--- src/rtl/muldiv_unit.sv ---
// -----------------------------------------------------------------------------
// muldiv_unit
//
// Iterative multiply/divide unit that sits beside the single-cycle ALU in EX.
// It executes MULT/MULTU with a shift-add engine and DIV/DIVU with a restoring
// divider. Each engine retires one bit per clock. The unit also holds the
// architectural HI/LO registers, which software writes through MTHI/MTLO.
//
// Ports
//   i_clk       clock; all state updates on the rising edge
//   i_rst       synchronous active-high reset
//   i_start     issue request; accepted only while o_busy is low
//   i_op        00 MULTU, 01 MULT, 10 DIVU, 11 DIV
//   i_a         multiplicand / dividend
//   i_b         multiplier / divisor
//   i_wr_hi     MTHI write strobe
//   i_wr_lo     MTLO write strobe
//   i_wdata     MTHI/MTLO write data
//   o_busy      operation in flight (hazard logic stalls MFHI/MFLO on it)
//   o_done      one-cycle pulse: HI/LO were just updated by a mul/div
//   o_div_zero  qualifies o_done: the finished op was a divide by zero
//   o_hi        HI register
//   o_lo        LO register
// -----------------------------------------------------------------------------
module muldiv_unit #(
    parameter int WIDTH = 32
) (
    input  logic             i_clk,
    input  logic             i_rst,
    input  logic             i_start,
    input  logic [1:0]       i_op,
    input  logic [WIDTH-1:0] i_a,
    input  logic [WIDTH-1:0] i_b,
    input  logic             i_wr_hi,
    input  logic             i_wr_lo,
    input  logic [WIDTH-1:0] i_wdata,
    output logic             o_busy,
    output logic             o_done,
    output logic             o_div_zero,
    output logic [WIDTH-1:0] o_hi,
    output logic [WIDTH-1:0] o_lo
);

    localparam int ACC_W = 2 * WIDTH;
    localparam int CNT_W = $clog2(WIDTH);

    localparam logic [CNT_W-1:0] LAST_STEP = CNT_W'(WIDTH - 1);
    localparam logic [CNT_W-1:0] CNT_ZERO  = {CNT_W{1'b0}};
    localparam logic [CNT_W-1:0] CNT_ONE   = {{(CNT_W-1){1'b0}}, 1'b1};
    localparam logic [WIDTH-1:0] ZERO_W    = {WIDTH{1'b0}};
    localparam logic [WIDTH-1:0] ONE_W     = {{(WIDTH-1){1'b0}}, 1'b1};
    localparam logic [ACC_W-1:0] ONE_2W    = {{(ACC_W-1){1'b0}}, 1'b1};

    typedef enum logic [1:0] {
        ST_IDLE = 2'b00,
        ST_CALC = 2'b01,
        ST_FIX  = 2'b10
    } state_t;

    // Two's complement negation at operand width.
    function automatic logic [WIDTH-1:0] neg_w(input logic [WIDTH-1:0] v);
        neg_w = ~v + ONE_W;
    endfunction

    // Two's complement negation at full product width.
    function automatic logic [ACC_W-1:0] neg_2w(input logic [ACC_W-1:0] v);
        neg_2w = ~v + ONE_2W;
    endfunction

    // Magnitude of an operand. The most negative value maps onto itself,
    // which reads correctly as its unsigned magnitude.
    function automatic logic [WIDTH-1:0] mag_w(input logic [WIDTH-1:0] v,
                                               input logic             is_signed);
        if (is_signed && v[WIDTH-1]) begin
            mag_w = neg_w(v);
        end else begin
            mag_w = v;
        end
    endfunction

    state_t             state_r, state_nx_s;
    logic [CNT_W-1:0]   cnt_r, cnt_nx_s;
    logic [ACC_W-1:0]   acc_r, acc_nx_s;      // mul: product:multiplier, div: remainder:quotient
    logic [WIDTH-1:0]   opnd_r, opnd_nx_s;    // multiplicand magnitude or divisor magnitude
    logic               is_div_r, is_div_nx_s;
    logic               neg_q_r, neg_q_nx_s;  // negate product / quotient at the end
    logic               neg_r_r, neg_r_nx_s;  // negate remainder at the end
    logic [WIDTH-1:0]   hi_r, hi_nx_s;
    logic [WIDTH-1:0]   lo_r, lo_nx_s;
    logic               done_r, done_nx_s;
    logic               div_zero_r, div_zero_nx_s;
    logic               busy_r;

    logic               start_ok_s;
    logic               zero_div_s;
    logic               is_signed_s;
    logic               last_step_s;
    logic [WIDTH:0]     mul_sum_s;
    logic [WIDTH:0]     rem_ext_s;
    logic [WIDTH-1:0]   rem_diff_s;
    logic               rem_ge_s;
    logic [ACC_W-1:0]   mul_step_s;
    logic [ACC_W-1:0]   div_step_s;
    logic [ACC_W-1:0]   prod_fix_s;
    logic [WIDTH-1:0]   quo_fix_s;
    logic [WIDTH-1:0]   rem_fix_s;

    // Issue qualification and divide-by-zero detection.
    always_comb begin
        start_ok_s  = (state_r == ST_IDLE) && i_start;
        is_signed_s = i_op[0];
        zero_div_s  = start_ok_s && i_op[1] && (i_b == ZERO_W);
        last_step_s = (cnt_r == LAST_STEP);
    end

    // Single-bit engine steps and the final sign correction.
    always_comb begin
        // Shift-add: the carry out of the upper-half add becomes the new MSB.
        mul_sum_s = {1'b0, acc_r[ACC_W-1:WIDTH]} + {1'b0, opnd_r};
        if (acc_r[0]) begin
            mul_step_s = {mul_sum_s, acc_r[WIDTH-1:1]};
        end else begin
            mul_step_s = {1'b0, acc_r[ACC_W-1:1]};
        end

        // Restoring divide: the shifted remainder needs WIDTH+1 bits. A kept
        // difference is always below the divisor, so WIDTH bits hold it.
        rem_ext_s  = acc_r[ACC_W-1:WIDTH-1];
        rem_ge_s   = (rem_ext_s >= {1'b0, opnd_r});
        rem_diff_s = rem_ext_s[WIDTH-1:0] - opnd_r;
        if (rem_ge_s) begin
            div_step_s = {rem_diff_s, acc_r[WIDTH-2:0], 1'b1};
        end else begin
            div_step_s = {acc_r[ACC_W-2:0], 1'b0};
        end

        if (neg_q_r) begin
            prod_fix_s = neg_2w(acc_r);
            quo_fix_s  = neg_w(acc_r[WIDTH-1:0]);
        end else begin
            prod_fix_s = acc_r;
            quo_fix_s  = acc_r[WIDTH-1:0];
        end

        if (neg_r_r) begin
            rem_fix_s = neg_w(acc_r[ACC_W-1:WIDTH]);
        end else begin
            rem_fix_s = acc_r[ACC_W-1:WIDTH];
        end
    end

    // Next-state logic for the IDLE -> CALC -> FIX sequence.
    always_comb begin
        state_nx_s = state_r;
        case (state_r)
            ST_IDLE: begin
                if (start_ok_s && !zero_div_s) begin
                    state_nx_s = ST_CALC;
                end else begin
                    state_nx_s = ST_IDLE;
                end
            end
            ST_CALC: begin
                if (last_step_s) begin
                    state_nx_s = ST_FIX;
                end else begin
                    state_nx_s = ST_CALC;
                end
            end
            ST_FIX: begin
                state_nx_s = ST_IDLE;
            end
            default: begin
                state_nx_s = ST_IDLE;
            end
        endcase
    end

    // Datapath and output next values for each state.
    always_comb begin
        cnt_nx_s      = cnt_r;
        acc_nx_s      = acc_r;
        opnd_nx_s     = opnd_r;
        is_div_nx_s   = is_div_r;
        neg_q_nx_s    = neg_q_r;
        neg_r_nx_s    = neg_r_r;
        hi_nx_s       = hi_r;
        lo_nx_s       = lo_r;
        done_nx_s     = 1'b0;
        div_zero_nx_s = div_zero_r;
        case (state_r)
            ST_IDLE: begin
                if (zero_div_s) begin
                    // Divide by zero completes at once and leaves HI/LO alone.
                    done_nx_s     = 1'b1;
                    div_zero_nx_s = 1'b1;
                end else if (start_ok_s) begin
                    cnt_nx_s    = CNT_ZERO;
                    is_div_nx_s = i_op[1];
                    neg_q_nx_s  = is_signed_s && (i_a[WIDTH-1] ^ i_b[WIDTH-1]);
                    neg_r_nx_s  = is_signed_s && i_a[WIDTH-1];
                    if (i_op[1]) begin
                        opnd_nx_s = mag_w(i_b, is_signed_s);
                        acc_nx_s  = {ZERO_W, mag_w(i_a, is_signed_s)};
                    end else begin
                        opnd_nx_s = mag_w(i_a, is_signed_s);
                        acc_nx_s  = {ZERO_W, mag_w(i_b, is_signed_s)};
                    end
                end else begin
                    // MTHI/MTLO only land when no issue is accepted this cycle.
                    if (i_wr_hi) begin
                        hi_nx_s = i_wdata;
                    end else begin
                        hi_nx_s = hi_r;
                    end
                    if (i_wr_lo) begin
                        lo_nx_s = i_wdata;
                    end else begin
                        lo_nx_s = lo_r;
                    end
                end
            end
            ST_CALC: begin
                cnt_nx_s = cnt_r + CNT_ONE;
                if (is_div_r) begin
                    acc_nx_s = div_step_s;
                end else begin
                    acc_nx_s = mul_step_s;
                end
            end
            ST_FIX: begin
                done_nx_s     = 1'b1;
                div_zero_nx_s = 1'b0;
                cnt_nx_s      = CNT_ZERO;
                if (is_div_r) begin
                    lo_nx_s = quo_fix_s;
                    hi_nx_s = rem_fix_s;
                end else begin
                    lo_nx_s = prod_fix_s[WIDTH-1:0];
                    hi_nx_s = prod_fix_s[ACC_W-1:WIDTH];
                end
            end
            default: begin
                done_nx_s = 1'b0;
            end
        endcase
    end

    // State register.
    always_ff @(posedge i_clk) begin
        if (i_rst) begin
            state_r <= ST_IDLE;
        end else begin
            state_r <= state_nx_s;
        end
    end

    // Datapath, HI/LO and handshake registers.
    always_ff @(posedge i_clk) begin
        if (i_rst) begin
            cnt_r      <= CNT_ZERO;
            acc_r      <= {ACC_W{1'b0}};
            opnd_r     <= ZERO_W;
            is_div_r   <= 1'b0;
            neg_q_r    <= 1'b0;
            neg_r_r    <= 1'b0;
            hi_r       <= ZERO_W;
            lo_r       <= ZERO_W;
            done_r     <= 1'b0;
            div_zero_r <= 1'b0;
            busy_r     <= 1'b0;
        end else begin
            cnt_r      <= cnt_nx_s;
            acc_r      <= acc_nx_s;
            opnd_r     <= opnd_nx_s;
            is_div_r   <= is_div_nx_s;
            neg_q_r    <= neg_q_nx_s;
            neg_r_r    <= neg_r_nx_s;
            hi_r       <= hi_nx_s;
            lo_r       <= lo_nx_s;
            done_r     <= done_nx_s;
            div_zero_r <= div_zero_nx_s;
            busy_r     <= (state_nx_s != ST_IDLE);
        end
    end

    assign o_busy     = busy_r;
    assign o_done     = done_r;
    assign o_div_zero = div_zero_r;
    assign o_hi       = hi_r;
    assign o_lo       = lo_r;

endmodule

--- config.mk ---
export PLATFORM = sky130hd
export DESIGN_NAME = muldiv_unit
export DESIGN_NICKNAME = d
export VERILOG_FILES = /design/src/rtl/muldiv_unit.sv
export SDC_FILE = /design/constraint.sdc
export NUM_CORES = 1
export LEC_CHECK = 0
export CORE_ASPECT_RATIO = 0.7
export CORE_UTILIZATION = 25
export DETAILED_ROUTE_END_ITERATION = 6
export SLEW_MARGIN = 20
export SYNTH_ARGS = -nofsm -noshare
export SYNTH_HDL_FRONTEND = slang
export SYNTH_SLANG_ARGS = --single-unit
--- constraint.sdc ---
create_clock -name i_clk -period 7.4 [get_ports i_clk]
set_clock_uncertainty 0.15 [all_clocks]
set_input_delay 1.48 -clock i_clk [delete_from_list [all_inputs] [get_ports i_clk]]
set_output_delay 1.48 -clock i_clk [all_outputs]
set_load 0.05 [all_outputs]
==> impl_metrics.tcl, run 1 <==
set metrics [dict create \
    grt_setup_unrepaired "no" \
    cts_setup_buffers 0 \
    layout_common_cells "nand2_1, nor2_1, a21oi_1, dfxtp_1, clkdlybuf4s50_1" \
    totalWireLength_um 59300 \
    fin_area_um2 17900 \
    first_global_vias 14400 \
    start_util_pct 25.4 \
    vias 15800 \
    io_pins 170 \
    cp.arrival_ns 5.28 \
    path_buf_inv 2 \
    critPathMaxStageDelay_ns 0.75 \
    drc 0 \
    rows 74 \
    die_h_um 206 \
    clk_pin_slew_ns 0.08 \
    via_per_inst 5.41 \
    top_usage_layer "met1" \
    netlist_instances 2043 \
    instances_no_fill 2919 \
    tightest_slew_ns 1.12 \
    p_per_area_nw_per_um2 191 \
    grt_util_all_layers_pct 19.0 \
    nets 2283 \
    fin_crit_ns 5.11 \
    critPathLaunchType "input pin" \
    core_area_um2 58600 \
    synth_ff_type "dfxtp_1" \
    worstPathRequired_ns 7.57 \
    setup_tns_ns 0 \
    max_slew_margin_pct 25.4 \
    drive_above_1_share_pct 4.76 \
    hold_viol 0 \
    met3_usage_pct 4.31 \
    place_hpwl_um 47100 \
    diodes 0 \
    report.final.setup_viol 0 \
    slowest_stage "nand2_1" \
    ir_worst_vdd_mv 0.154 \
    placedCellCount 2887 \
    h-tree-depth 4 \
    areaGrowthSynthToFinish_pct 19.8 \
    async_reset_ff_share_pct 0 \
    grt_pass1_wl_um 88400 \
    cpMostUsedCell "nor2_1" \
    synth_seq_cells 173 \
    globalplace.congestion 0.979 \
    cts.sinks 173 \
    yosys.area.top_type "dfxtp_1" \
    path_max_fanout 53 \
    post-route-util_pct 30.5 \
    cts_tree "yes" \
    critPathTopFamily "simple AND/OR/NAND/NOR gates" \
    synth_edf_count 0 \
    clk_path_buf_depth 2 \
    drv_slew 0 \
    placed_area_um2 17200 \
    die-area_um2 60600 \
    met1_usage_pct 29.4 \
    worst_setup_path_end_kind "flop" \
    port_buffers 169 \
    cts_buffers 17 \
    grt-ovfl-total 0 \
    fmax_mhz 196 \
    grt_util_met2_pct 26.0 \
    cts_resized 0 \
    p_leak_nw 6.69 \
    final_common_cell "nand2_1" \
    synth_area_um2 14900 \
    grt_antenna_before_repair 2 \
    synth_warnings 0 \
    pre_cts_slack_ns 1.84 \
    ys_top_cells_by_area "dfxtp_1, xnor2_1, mux2i_1" \
    synth_nets 2218 \
    avgSynthCellArea_um2 7.29 \
    antenna_left 0 \
    first_pass_iters 6 \
    synth.distinct_cells 80 \
    drt_iter0_drc 1730 \
    crit_type "in2reg" \
    clk_latency_ns 0.47 \
    fin_crit_sh_pct 69.1 \
    synth_top_area_share_pct 23.2 \
    fin_ws_ns 2.29 \
    hp-class "reg2reg" \
    ys_seq_area_share_pct 23.2 \
    grt_max_degree 107 \
    avgRoutedWirePerCell_um 20.3 \
    holdBufCountCts 0 \
    die_w_um 294 \
    status "finished clean" \
    maxCapViolCount 0 \
    crit_chain "clkdlybuf4s50_1, nor4_1, nand4b_1, nor2_1, and4_1, o21a_1, nor2_2, buf_4, nand2_1, a211oi_1, a21oi_1, nor2_1" \
    cts_root_buffer "clkbuf_16" \
]
==> flip-flops by register name, indices dropped and copies added, names as in the netlist <==
register / cells
acc_r: 64
cnt_r: 5
is_div_r: 1
neg_q_r: 1
neg_r_r: 1
o_busy: 1
o_div_zero: 1
o_done: 1
o_hi: 32
o_lo: 32
opnd_r: 32
state_r: 2
==> synth_stat cells, types with 14 or more instances <==
master and instances:
mux2i_1 92, nand3_1 30, nand2b_1 14, a211oi_1 62
o211ai_1 46, clkbuf_1 131, a21oi_1 178, xor2_1 59
o31ai_1 21, xnor2_1 110, ha_1 70, dfxtp_1 173
nor4_1 19, a31oi_1 18, o22ai_1 22, o41ai_1 17
inv_1 66, o21ai_0 166, a21o_1 39, or3_1 20
nor3_1 39, nor2_1 215, nand2_1 233
==> power breakdown <==
group | leakage [nW] | internal [mW] | total (mW) | switching, mW
logic | 4.98 | 0.498 | 1.33 | 0.828
clock network | 0.297 | 0.494 | 0.958 | 0.464
registers | 1.42 | 0.998 | 1.12 | 0.125
==> worst paths after layout <==
kind / startpoint / endpoint / slack, ns / cells after the start
setup reg to reg: acc_r[32] / acc_r[61] / 2.86 / 14
hold reg to reg: o_hi[18] / o_hi[18] / 0.32 / 2
hold / removal: o_hi[18] / o_hi[18] / 0.32 / 2
setup / recovery: i_b[2] / opnd_r[30] / 2.29 / 12
==> final cells by class <==
class	count	area, um2
Tap cell	798	998
Timing Repair Buffer	191	1850
Fill cell	6230	40800
Multi-Input combinational cell	1658	10700
Clock inverter	14	170
Clock buffer	18	439
Inverter	67	251
Sequential cell	173	3470
==> stage by stage <==
step | power [mW] | hold WS, ns
2_1_floorplan | 2.00 | 0.299
3_3_place_gp | 2.42 | 0.306
3_5_place_dp | 2.44 | 0.310
4_1_cts | 3.39 | 0.321
5_1_grt | 3.58 | 0.351
6_report | 3.41 | 0.322
==> per-layer routing <==
metal  up-vias  share of wire (%)
met5         -                  0
met4         0                1.5
met3        59                9.8
met2       698                 39
met1      7517                 50
li1       7532                  -
==> kinds of logic (layout without fill, tap and decap cells) <==
group | count (synthesis) | in the layout | synth area share (%)
AOI/OAI and AO/OA | 663 | 663 | 28.2
xor gates and xnor gates | 169 | 169 | 9.93
adders and majority gates | 72 | 72 | 6.15
buffers and inverters | 212 | 290 | 5.47
DFF | 173 | 173 | 23.2
muxes | 102 | 102 | 6.94
and+or+nand+nor | 652 | 652 | 20.1
==> tightest hold or removal path: stages, from the launching register on <==
cell and delay (ns):
dfxtp_1 0.32, nand2_1 0.05, a21oi_1 0.05
(Power assumes the default switching activity.)
==> inputs of run 2 (changes only) <==
Clock period 7.4 ns to 4.76 ns, I/O delays scaled along.
==> run 2 against run 1 <==
Combinational power increased by 60%; core utilization increased by 0.39 points; global-route usage increased by 0.15 points; via count increased by 2.0%; flip-flop and latch count stayed put; critical path depth is 2 higher; die area stayed put; first-iteration DRC count increased by 18%.
==> impl_metrics.tcl, run 2 (same netlist as run 1, synthesis figures left out) <==
set metrics [dict create \
    grt-ovfl-total 0 \
    core_area_um2 58600 \
    rows 74 \
    io_pins 170 \
    antenna_left 0 \
    port_buffers 169 \
    worstPathRequired_ns 4.96 \
    critPathMaxStageDelay_ns 0.66 \
    clk_pin_slew_ns 0.08 \
    fillCellCount 6216 \
    placedCellCount 2920 \
    crit_chain "ha_1, inv_1, fa_1, nand2b_1, a21oi_1, o41ai_1, buf_4, o21ai_0, a41oi_1, o21ai_0, a21oi_1, mux2i_1, o311ai_0, nand2_1" \
    totalWireLength_um 60000 \
    report.final.setup_viol 0 \
    crit_type "reg2reg" \
    globalplace.congestion 0.941 \
    drive_above_1_share_pct 6.08 \
    nets 2316 \
    setup_tns_ns 0 \
    maxCapViolCount 0 \
    seq_area_um2 3470 \
    worst_setup_path_end_kind "flop" \
    hold_start "o_hi[14]" \
    path_max_fanout 5 \
    cts_tree "yes" \
    fmax_mhz 239 \
    die-area_um2 60600 \
    cts.sinks 173 \
    hold_end "o_hi[14]" \
    hold_slack_ns 0.316 \
    slowest_stage "o21ai_0" \
    status "finished clean" \
    critPathLaunchType "flop" \
    holdBufCountCts 0 \
    first_pass_iters 6 \
    h-tree-depth 4 \
    final_common_cell "nand2_1" \
    p_leak_nw 6.85 \
    hold_viol 0 \
    placed_area_um2 17500 \
    cts_setup_buffers 0 \
    path_buf_inv 2 \
    reg2reg_to "acc_r[61]" \
    hp-class "reg2reg" \
    critPathTopFamily "compound AO/OA/AOI/OAI gates" \
    start_util_pct 25.4 \
    crit-reg2reg-launch "opnd_r[0]" \
    instances_no_fill 2952 \
    via_per_inst 5.46 \
    fin_ws_ns 0.576 \
    avgRoutedWirePerCell_um 20.3 \
    max_slew_margin_pct 29.6 \
    vias 16100 \
    cp.arrival_ns 4.39 \
    ir_worst_vdd_mv 0.192 \
    cts_root_buffer "clkbuf_16" \
    fin_crit_ns 4.18 \
    place_hpwl_um 47900 \
    drv_slew 0 \
    multi_input_area_um2 10700 \
    cts_resized 0 \
    diodes 0 \
    areaGrowthSynthToFinish_pct 21.3 \
    layout_common_cells "nand2_1, nor2_1, a21oi_1, dfxtp_1, clkdlybuf4s50_1" \
    worstHoldPathCells 2 \
    first_global_vias 14400 \
    die_h_um 206 \
    cts_buffers 17 \
    largest-register "acc_r" \
    grt_max_degree 107 \
    die_w_um 294 \
    reg2reg_depth 14 \
    fin_area_um2 18100 \
    r2r_slack_ns 0.58 \
    largest_reg_flops 64 \
    pre_cts_slack_ns 0.408 \
    clk_path_buf_depth 2 \
    fin_crit_sh_pct 87.9 \
    clk_latency_ns 0.47 \
    p_per_area_nw_per_um2 293 \
    grt_setup_unrepaired "no" \
    drt_iter0_drc 2040 \
    grt_util_all_layers_pct 19.2 \
    drc 0 \
    grt_antenna_before_repair 2 \
    grt_pass1_wl_um 89100 \
    tightest_slew_ns 1.05 \
]
## run 2: metrics by stage
stage | util [%] | power [mW]
2_1_floorplan | - | 3.11
3_3_place_gp | 29.8 | 3.80
3_5_place_dp | 29.8 | 3.83
4_1_cts | 30.9 | 5.26
5_1_grt | 30.9 | 5.55
6_report | 30.9 | 5.30
## run 2: tightest hold or removal path: cells and delay by family, from the launching register on
kind	cells	cell delay, ns
AOI/OAI and AO/OA	1	0.06
DFF	1	0.32
and+or+nand+nor	1	0.05
## run 2: report_power, final
group / internal [mW] / total [mW] / switching, mW
Combinational: 0.807 / 2.13 / 1.32
Clock: 0.714 / 1.43 / 0.719
Sequential: 1.55 / 1.74 / 0.183
Total: 3.07 / 5.30 / 2.22
## run 2: routing by layer
layer  global-route usage [%]  part of all wire [%]  up-vias
met4                     3.79                   1.4        0
met3                     4.95                    11       57
met1                     29.6                    49     7641
met5                        0                     0        -
li1                         -                     -     7600
met2                     25.9                    38      825
## run 2: how the worst max path moves through the flow
stage          cells after the start       from         end
6_report                          14  opnd_r[0]   acc_r[61]
3_3_place_gp                      10     i_a[7]  opnd_r[31]
3_5_place_dp                      10     i_a[7]  opnd_r[31]
4_1_cts                           14  opnd_r[0]   acc_r[61]
5_1_grt                           14  opnd_r[0]   acc_r[61]
2_1_floorplan                     13     i_b[0]  opnd_r[11]
## run 2: final cells by class
type                    count  share of cell area [%]
clock inverters            14                   0.837
multi-input cells        1658                    59.0
inverters                  67                    1.39
well taps                 798                    5.52
clock buffers              18                    2.43
flip-flops and latches    173                    19.2
repair buffers            224                    11.7
==> inputs of run 3 (changes only) <==
Settings changed: DONT_BUFFER_PORTS set to 1.
Clock period 4.76 ns to 3.4 ns, I/O delays scaled along.
==> run 3 against run 2 <==
The run now ends with negative setup slack left; sequential share of layout area up 0.40 points; critical path depth down 4; cell area down 1.9%; largest cell class unchanged; largest power group unchanged.
==> impl_metrics.tcl, run 3 (same netlist as run 1, synthesis figures left out) <==
set metrics [dict create \
    reg2reg_depth 10 \
    hold_end "o_hi[15]" \
    die_h_um 206 \
    placedCellCount 2894 \
    ir_worst_vdd_mv 0.364 \
    fmax_mhz 294 \
    worstPathRequired_ns 3.62 \
    reg2reg_to "o_hi[7]" \
    hold_start "i_rst" \
    clk_pin_slew_ns 0.07 \
    first_pass_iters 5 \
    hold_slack_ns 0.149 \
    drv_slew 0 \
    worst_setup_path_end_kind "flop" \
    grt_antenna_before_repair 1 \
    pre_cts_slack_ns -0.308 \
    drc 0 \
    drive_above_1_share_pct 14.6 \
    first_global_vias 13600 \
    p_leak_nw 7.04 \
    core_area_um2 58600 \
    avgRoutedWirePerCell_um 21.0 \
    cts_buffers 17 \
    globalplace.congestion 0.975 \
    p_per_area_nw_per_um2 427 \
    fin_crit_sh_pct 100 \
    rows 74 \
    largest-register "acc_r" \
    grt-ovfl-total 0 \
    power_mw 7.58 \
    grt_max_degree 142 \
    largest_reg_flops 64 \
    die_w_um 294 \
    instances_no_fill 2929 \
    cts.sinks 173 \
    fin_area_um2 17700 \
    nets 2293 \
    tightest_slew_ns 0.837 \
    placed_area_um2 16900 \
    grt_util_all_layers_pct 19.5 \
    status "complete, but fails checks" \
    place_hpwl_um 49400 \
    report.final.setup_viol 1 \
    post-route-util_pct 30.3 \
    crit_type "reg2reg" \
    port_buffers 0 \
    holdBufCountCts 0 \
    clk_latency_ns 0.47 \
    diodes 0 \
    critPathLaunchType "flop" \
    violations "negative setup slack" \
    grt_pass1_wl_um 88900 \
    worstHoldPathCells 1 \
    totalWireLength_um 61500 \
    clk_path_buf_depth 2 \
    io_pins 170 \
    drt_iter0_drc 1881 \
    r2r_slack_ns -0.002 \
    path_max_fanout 5 \
    cts_root_buffer "clkbuf_16" \
    max_slew_margin_pct 42.6 \
    die-area_um2 60600 \
    h-tree-depth 4 \
    fin_ws_ns -0.00179 \
    cp.arrival_ns 3.62 \
    maxCapViolCount 0 \
    hp-class "in2reg" \
    setup_tns_ns -0.00179 \
    vias 15700 \
    cts_tree "yes" \
    start_util_pct 25.4 \
    via_per_inst 5.37 \
    grt_setup_unrepaired "yes" \
    hold_viol 0 \
    final_common_cell "nand2_1" \
    antenna_left 0 \
    fin_crit_ns 3.40 \
    crit-reg2reg-launch "acc_r[6]" \
    layout_common_cells "nand2_1, nor2_1, buf_4, a21oi_1, dfxtp_1" \
    fillCellCount 6304 \
    areaGrowthSynthToFinish_pct 19.1 \
]
## run 3: changes by cell type in the layout (fill, tap and decap cells not counted), sizes merged
cell / previous run / this run
buf: 57 / 201
bufinv: 0 / 1
clkbuf: 18 / 19
clkdlybuf4s50: 167 / 0
clkinv: 8 / 5
clkinvlp: 2 / 0
inv: 71 / 74
## run 3: layout make-up
cell class	count	area, um2	share of cell area (%)
well taps	798	998	5.63
repair buffers	201	1550	8.72
inverters	67	251	1.42
clock inverters	13	146	0.825
multi-input cells	1658	10900	61.3
clock buffers	19	453	2.55
flip-flops and latches	173	3470	19.6
## run 3: worst max-delay path, cell delays in order (launching register included)
cell and delay, ns:
dfxtp_1 0.32, or4_4 0.58, nor4_4 0.24, nand4b_1 0.24, or4_1 0.67, o31ai_2 0.32
nor2_1 0.12, xnor2_1 0.33, a211oi_1 0.15, a21oi_1 0.13, nor2_1 0.05
## run 3: timing repair
action                                  CTS  global route
cloned                                    0             0
pin swaps                                 3            14
endpoints found under the setup margin    9            32
buffers inserted                          2             1
gates resized for setup                  11            38
## run 3: layer usage
layer | wire (um) | global-route usage [%] | part of all wire, % | up-vias
met1 | 29100 | 29.2 | 47 | 7323
met2 | 22600 | 24.8 | 37 | 805
met5 | 0 | 0 | 0 | -
met4 | 769 | 3.31 | 1.3 | 0
li1 | - | - | - | 7552
met3 | 8990 | 8.79 | 15 | 49
## run 3: worst max path at each step
stage               startpoint  slack, ns  depth (start not counted)   endpoint
floorplan            acc_r[31]       0.02                         15  acc_r[62]
global placement     acc_r[32]      -0.25                         14  acc_r[61]
detailed placement   acc_r[32]      -0.31                         17  acc_r[63]
CTS                  acc_r[32]       0.05                         17  acc_r[63]
global route          acc_r[6]      -0.04                         10    o_hi[7]
finish                acc_r[6]     -0.002                         10    o_hi[7]
## run 3: power breakdown
part           internal [mW]  total [mW]  switching, mW  leakage [nW]
clock                   1.08        2.06          0.981         0.298
combinational           1.21        3.03           1.82          5.32
sequential              2.17        2.49          0.313          1.42
